<file path="config.mk">
export PLATFORM = sky130hd
export DESIGN_NAME = apb_slave_regfile_flat
export DESIGN_NICKNAME = d
export VERILOG_FILES = /design/src/rtl/apb_pkg.sv /design/src/rtl/apb_slave_regfile_if.sv /design/src/rtl/apb_wait_timer.sv /design/src/rtl/apb_slave_regfile.sv /design/src/flat_wrapper.sv
export SDC_FILE = /design/constraint.sdc
export NUM_CORES = 1
export LEC_CHECK = 0
export ABC_AREA = 1
export CAP_MARGIN = 15
export CORE_MARGIN = 3
export CORE_UTILIZATION = 45
export CTS_CLUSTER_DIAMETER = 80
export DETAILED_ROUTE_END_ITERATION = 16
export MAX_ROUTING_LAYER = met4
export SLEW_MARGIN = 30
export SYNTH_ARGS = -nofsm -noshare
export SYNTH_HDL_FRONTEND = slang
export SYNTH_SLANG_ARGS = --single-unit
</file>
<file path="constraint.sdc">
create_clock -name clk -period 4.9 [get_ports clk]
set_clock_uncertainty 0.05 [all_clocks]
set_input_delay 0.735 -clock clk [delete_from_list [all_inputs] [get_ports clk]]
set_output_delay 0.735 -clock clk [all_outputs]
set_load 0.02 [all_outputs]
</file>
<file path="src/rtl/apb_pkg.sv">
// Shared types and helpers for the APB register-file peripheral.
// Bus widths, FSM states and address-to-index decode.
package apb_pkg;

  localparam int APB_ADDR_W = 32;
  localparam int APB_DATA_W = 32;
  localparam int REG_IDX_W  = 6;

  typedef enum logic [1:0] {
    IDLE,
    WAIT,
    RESP
  } slv_state_t;

  function automatic logic [REG_IDX_W-1:0] addr_to_index(
    input logic [APB_ADDR_W-1:0] addr
  );
    return addr[7:2];
  endfunction

endpackage

</file>
<file path="src/rtl/apb_slave_regfile_if.sv">
// APB3 bus bundle between a requester and the register file.
// clk and rst_n stay outside as plain ports.
interface apb_slave_regfile_if;
  import apb_pkg::*;

  logic [APB_ADDR_W-1:0] PADDR;
  logic                  PWRITE;
  logic                  PSEL;
  logic                  PENABLE;
  logic [APB_DATA_W-1:0] PWDATA;
  logic [APB_DATA_W-1:0] PRDATA;
  logic                  PREADY;
  logic                  PSLVERR;

  modport master (
    output PADDR, PWRITE, PSEL, PENABLE, PWDATA,
    input  PRDATA, PREADY, PSLVERR
  );

  modport slave (
    input  PADDR, PWRITE, PSEL, PENABLE, PWDATA,
    output PRDATA, PREADY, PSLVERR
  );

endinterface

</file>
<file path="src/rtl/apb_wait_timer.sv">
// Loadable down-counter that paces the access-phase wait states.
// done is high once the count has reached zero.
module apb_wait_timer #(
  parameter  int WAIT_CYCLES = 2,
  localparam int W = (WAIT_CYCLES > 0) ?
                     $clog2(WAIT_CYCLES + 1) : 1
) (
  input  logic         clk,
  input  logic         rst_n,
  input  logic         load,
  input  logic [W-1:0] load_val,
  input  logic         en,
  output logic         done
);

  logic [W-1:0] cnt;

  // load wins over count; counting stops at zero
  always_ff @(posedge clk) begin
    if (!rst_n) begin
      cnt <= '0;
    end else if (load) begin
      cnt <= load_val;
    end else if (en && cnt != '0) begin
      cnt <= cnt - 1'b1;
    end
  end

  assign done = (cnt == '0);

endmodule

</file>
<file path="src/rtl/apb_slave_regfile.sv">
// APB3 completer: RW word registers, a read-only write counter
// in the top slot, and a fixed number of access-phase wait states.
module apb_slave_regfile
  import apb_pkg::*;
#(
  parameter int          NUM_REGS    = 8,
  parameter int          WAIT_CYCLES = 2,
  parameter logic [31:0] RESET_VAL   = 32'h0000_0000
) (
  input logic               clk,
  input logic               rst_n,
  apb_slave_regfile_if.slave bus
);

  localparam int TW = (WAIT_CYCLES > 0) ?
                      $clog2(WAIT_CYCLES + 1) : 1;
  localparam int LOADV = (WAIT_CYCLES > 0) ?
                         WAIT_CYCLES - 1 : 0;
  localparam logic [REG_IDX_W-1:0] CNT_IDX =
    REG_IDX_W'(NUM_REGS - 1);
  localparam logic [REG_IDX_W:0] NREGS =
    (REG_IDX_W + 1)'(NUM_REGS);

  slv_state_t state, next_state;

  logic                 write_q;
  logic                 err_q;
  logic [REG_IDX_W-1:0] index_q;
  logic [31:0]          wdata_q;
  logic [31:0]          rdata_q;

  logic [31:0] regs [NUM_REGS-1];
  logic [31:0] wcnt;

  logic                 setup;
  logic                 do_write;
  logic                 t_load;
  logic                 t_en;
  logic                 t_done;
  logic [REG_IDX_W-1:0] idx;
  logic                 err;
  logic                 src_err;
  logic                 src_wr;
  logic [REG_IDX_W-1:0] src_idx;
  logic [31:0]          rd_val;

  apb_wait_timer #(
    .WAIT_CYCLES(WAIT_CYCLES)
  ) u_timer (
    .clk     (clk),
    .rst_n   (rst_n),
    .load    (t_load),
    .load_val(TW'(LOADV)),
    .en      (t_en),
    .done    (t_done)
  );

  // address decode of the live bus; used at setup
  always_comb begin
    idx = addr_to_index(bus.PADDR);
    err = (bus.PADDR[1:0] != 2'b00)
        | (bus.PADDR[31:8] != 24'h0)
        | ({1'b0, idx} >= NREGS)
        | (bus.PWRITE && idx == CNT_IDX);
  end

  // zero-wait builds enter RESP straight from setup,
  // so the read source must bypass the holding regs
  always_comb begin
    src_err = setup ? err : err_q;
    src_wr  = setup ? bus.PWRITE : write_q;
    src_idx = setup ? idx : index_q;
    rd_val  = '0;
    for (int i = 0; i < NUM_REGS - 1; i++) begin
      if (src_idx == REG_IDX_W'(i)) rd_val = regs[i];
    end
    if (src_idx == CNT_IDX) rd_val = wcnt;
  end

  // next-state and control strobes
  always_comb begin
    next_state = state;
    setup      = 1'b0;
    do_write   = 1'b0;
    t_load     = 1'b0;
    t_en       = 1'b0;
    unique case (state)
      IDLE: begin
        if (bus.PSEL && !bus.PENABLE) begin
          setup  = 1'b1;
          t_load = 1'b1;
          next_state = (WAIT_CYCLES == 0) ? RESP : WAIT;
        end
      end
      WAIT: begin
        if (!bus.PSEL) begin
          next_state = IDLE;
        end else if (t_done) begin
          next_state = RESP;
        end else begin
          t_en = 1'b1;
        end
      end
      RESP: begin
        next_state = IDLE;
        do_write = bus.PSEL && bus.PENABLE
                && bus.PWRITE && !err_q;
      end
      default: next_state = IDLE;
    endcase
  end

  // state register
  always_ff @(posedge clk) begin
    if (!rst_n) state <= IDLE;
    else        state <= next_state;
  end

  // holding regs captured during the setup phase
  always_ff @(posedge clk) begin
    if (!rst_n) begin
      write_q <= 1'b0;
      err_q   <= 1'b0;
      index_q <= '0;
      wdata_q <= '0;
    end else if (setup) begin
      write_q <= bus.PWRITE;
      err_q   <= err;
      index_q <= idx;
      wdata_q <= bus.PWDATA;
    end
  end

  // registered read data, loaded on the way into RESP
  always_ff @(posedge clk) begin
    if (!rst_n) begin
      rdata_q <= '0;
    end else if (next_state == RESP) begin
      rdata_q <= (src_err || src_wr) ? '0 : rd_val;
    end else begin
      rdata_q <= '0;
    end
  end

  // register bank and write counter
  always_ff @(posedge clk) begin
    if (!rst_n) begin
      for (int i = 0; i < NUM_REGS - 1; i++) begin
        regs[i] <= RESET_VAL;
      end
      wcnt <= '0;
    end else if (do_write) begin
      for (int i = 0; i < NUM_REGS - 1; i++) begin
        if (index_q == REG_IDX_W'(i)) regs[i] <= wdata_q;
      end
      wcnt <= wcnt + 32'd1;
    end
  end

  assign bus.PREADY  = (state == RESP);
  assign bus.PSLVERR = (state == RESP) && err_q;
  assign bus.PRDATA  = (state == RESP) ? rdata_q : '0;

endmodule

</file>
<file path="src/flat_wrapper.sv">
// flat-port wrapper written by rule: the top's interface ports become plain ports
module apb_slave_regfile_flat import apb_pkg::*;
#(
  parameter int          NUM_REGS    = 8,
  parameter int          WAIT_CYCLES = 2,
  parameter logic [31:0] RESET_VAL   = 32'h0000_0000
)
  (clk, rst_n, bus_PADDR, bus_PWRITE, bus_PSEL, bus_PENABLE, bus_PWDATA, bus_PRDATA, bus_PREADY, bus_PSLVERR);
  apb_slave_regfile_if bus_i ();
  input logic clk;
  input logic rst_n;
  input wire logic [$bits(bus_i.PADDR)-1:0] bus_PADDR;
  input wire logic [$bits(bus_i.PWRITE)-1:0] bus_PWRITE;
  input wire logic [$bits(bus_i.PSEL)-1:0] bus_PSEL;
  input wire logic [$bits(bus_i.PENABLE)-1:0] bus_PENABLE;
  input wire logic [$bits(bus_i.PWDATA)-1:0] bus_PWDATA;
  output wire logic [$bits(bus_i.PRDATA)-1:0] bus_PRDATA;
  output wire logic [$bits(bus_i.PREADY)-1:0] bus_PREADY;
  output wire logic [$bits(bus_i.PSLVERR)-1:0] bus_PSLVERR;
  assign bus_i.PADDR = bus_PADDR;
  assign bus_i.PWRITE = bus_PWRITE;
  assign bus_i.PSEL = bus_PSEL;
  assign bus_i.PENABLE = bus_PENABLE;
  assign bus_i.PWDATA = bus_PWDATA;
  assign bus_PRDATA = bus_i.PRDATA;
  assign bus_PREADY = bus_i.PREADY;
  assign bus_PSLVERR = bus_i.PSLVERR;
  apb_slave_regfile #(.NUM_REGS(NUM_REGS), .WAIT_CYCLES(WAIT_CYCLES), .RESET_VAL(RESET_VAL)) u_core (.clk(clk), .rst_n(rst_n), .bus(bus_i));
endmodule
</file>
==> run_results.csv <==
group,metric,value,unit
run_status,outcome,"finished, final reports clean",
setup_path,critical_path_arrival,3.70,ns
sta,fmax,0.305,GHz
synth,synth_fa_ha_area_share,0.170,%
final_layout,fill_cells,3000,
detailed_routing,drc,0,
cts,htreeDepth,2,
detailed_routing,wl_per_cell,18.4,um
setup_path,cp_max_fo,43,
final_layout,register_area,8890,um2
cts,clk_pin_slew_worst_paths,0.06,ns
final_layout,antenna-diode-count,0,
cts,cts_setup_buffers,0,
synth,ys_ff_latch,332,
global_routing,antenna_found_initial,0,
detailed_routing,postRouteAntennaNets,0,
synth,synthXorXnorAreaFrac,0.716,%
cts,postCtsHoldBufs,0,
synth,synth-compound-area-share,4.09,%
pwr,intPower,4.79,mW
floorplan,die_w,187,um
placed_design,dpl.hpwl,25.7,mm
pwr,combPwrFrac,7.0,%
sta,drv_slew,0,
floorplan,start_util,46.0,%
synth,avgSynthCellArea,8.98,um2
final_layout,stdcell_count,2192,
global_routing,grt_pass1_vias,11000,
detailed_routing,first_pass_iters,5,
setup_path,path_class,"in -> reg",
pwr,p_total,6.26,mW
detailed_routing,totalWireLength,40.3,mm
global_routing,grt_pass1_wl,62.9,mm
pwr,swShare,23.5,%
global_routing,grt.total_usage,23.7,%
floorplan,ios,103,
synth,seq_area_frac_synth,60.6,%
placed_design,place_area,16200,um2
synth,yosysTopAreaCell,"edfxtp_1",
final_layout,drive_above_1_share,8.59,%
pwr,p_leak,6.68,nW
setup_path,critPathRequiredTime,5.31,ns
synth,netlist_top_cells_area,"edfxtp_1 46%, dfxtp_1 15%, nor2_1 11%",
sta,period_share,67.0,%
run,drv_cap,0,
placed_design,post-place-cells,2126,
sta,slew_headroom,39.4,%
sta,rsz0062_at_grt,"no",
setup_path,end_kind,"register",
synth,syn_area,14700,um2
synth,synth_nets,1705,
worst_hold_path,hold_path_class,"reg -> reg",
sta,hold_violations,0,
floorplan,fp.coreArea,31900,um2
pwr,p_clk_share,43.3,%
cts,clk_latency,0.53,ns
floorplan,die_h,187,um
sta,tightest_slew,0.904,ns
final_layout,syn_to_final_growth,18.2,%
detailed_routing,vias,11300,
synth,synth_cell_type_count,37,
pwr,pwr_density_cell,361,nW/um2
cts,cts_buffers,36,
cts,cts_tree,"built",
final_layout,nets,1800,
final_layout,utilization,54.4,%
pwr,vdd_drop_max,289,uV
pwr,seqPwrFrac,49.7,%
final_layout,design_area,17300,um2
global_routing,grt_max_degree,44,
global_routing,overflow,0,
sta,min_period,3.28,ns
cts,cts.sinks,332,
cts,cts_resized,0,
synth,synth_cells,1634,
floorplan,rows,65,
synth,yosysWarningCount,0,
cts,cts_buffer_depth,3,
setup_path,cp-start-kind,"input port",
sta,setup_viol,0,
placed_design,port_buffers,102,
floorplan,design.die.area,34800,um2
sta,fin_tns_setup,0,ns
pwr,p_sw,1.48,mW
synth,synth.top_cell.area_share,45.8,%
synth,synthSimpleGateAreaFrac,27.4,%
detailed_routing,vias_per_cell,5.14,
cts,root_buffer,"clkbuf_16",
detailed_routing,drt-initial-drc-count,852,
placed_design,gp_congestion,0.869,
synth,muxShareOfSynthArea,0,%
final_layout,multi_input_area,4750,um2
synth,synth_top_family_by_area,"simple AND/OR/NAND/NOR gates",
through the flow:
stage	worst slack (ns)	hold slack, ns
global placement	0.942	0.412
finish	1.62	0.432
global route	1.40	0.455
CTS	1.62	0.434
detailed placement	1.09	0.421
floorplan	1.99	0.405
cell type report:
type	instances	share of cell area, %
tap	435	3.14
timing repair buffer	134	7.39
inverter	185	4.00
sequential	332	51.2
multi-input combinational	1040	27.4
clock inverter	17	0.959
clock buffer	49	5.88
cells in the final DEF, fill, tap and decap left out, types with 5 or more instances in the layout:
master	netlist	routed
xor2_1	9	9
clkdlybuf4s50_1	0	101
dfxtp_1	108	108
a21oi_1	67	67
nand3_2	4	5
clkinv_2	0	6
nor3_1	16	16
o21ai_0	47	47
nor4_1	11	11
nand4_1	43	43
clkbuf_1	49	6
clkbuf_8	0	7
buf_4	3	30
nand3_1	121	120
inv_2	6	6
nor2_1	437	437
edfxtp_1	224	224
clkbuf_16	0	36
nand2_1	219	219
inv_1	178	178
nand2_2	29	29
clkinv_1	1	5
kinds of logic after synthesis:
group                    count (synthesis)
AND/OR/NAND/NOR                        907
AO/OA/AOI/OAI                          119
buffers and inverters                  262
XOR/XNOR                                12
adder cells (fa/ha/maj)                  2
flip-flops                             332
critical path, cell delays in order:
cell and delay [ns]:
clkdlybuf4s50_1 0.58, nor2_8 0.09, nand2_4 0.39, nand2_1 0.18
nand2_4 0.13, nand2_8 0.10, nor2_4 0.12, nand3_2 0.68
nor2_1 0.30, nor2_1 0.07, nand4_1 0.16, nor2_1 0.06
nor2_1 0.08
power by group through the flow:
stage               Combinational, mW  Sequential, mW  Clock, mW
floorplan                       0.264            3.16          0
global placement                0.434            3.17          0
detailed placement              0.439            3.17          0
CTS                             0.441            3.11       2.76
global route                    0.483            3.12       2.87
finish                          0.439            3.11       2.71
registers in the layout, summed over array words and instances (netlist names):
register,count
u_core.err_q,1
u_core.index_q,6
u_core.rdata_q,32
u_core.regs,224
u_core.state,2
u_core.u_timer.cnt,2
u_core.wcnt,32
u_core.wdata_q,32
u_core.write_q,1
cell usage after synthesis:
library cell    n
buf_4           3
nor4_2          2
inv_1         178
a21oi_1        67
nor3_4          4
nor3b_1         1
nand2_2        29
o21a_1          1
nor2_1        437
nor3_2          2
clkbuf_1       49
edfxtp_1      224
o211ai_1        1
nor3_1         16
dfxtp_1       108
nand2_4         4
xnor2_1         3
ha_1            2
or2_1           1
buf_2          20
buf_1           2
nand4_1        43
nand2_8         1
nor2_8          2
inv_2           6
nand3b_1        3
nor4_1         11
nor2_4          3
o21ai_1         3
nor2_2          4
xor2_1          9
nand3_2         4
nand2_1       219
o21ai_0        47
buf_6           3
clkinv_1        1
nand3_1       121
worst paths after layout:
kind                       from             endpoint  slack (ns)  cells past startpoint
max reg2reg     u_core.state[1]  u_core.regs[0][166]        1.93                      8
min          u_core.wdata_q[16]   u_core.wdata_q[16]        0.43                      2
min reg2reg  u_core.wdata_q[16]   u_core.wdata_q[16]        0.43                      2
max                 bus_PENABLE    u_core.rdata_q[7]        1.62                     13
metal layers:
layer	track usage, %	up-vias	share of wire [%]
met3	4.06	65	6.5
met1	31.2	5343	44
met2	38.5	357	47
li1	-	5503	-
met4	5.84	0	1.9
met5	-	-	0
(Power assumes the default switching activity.)
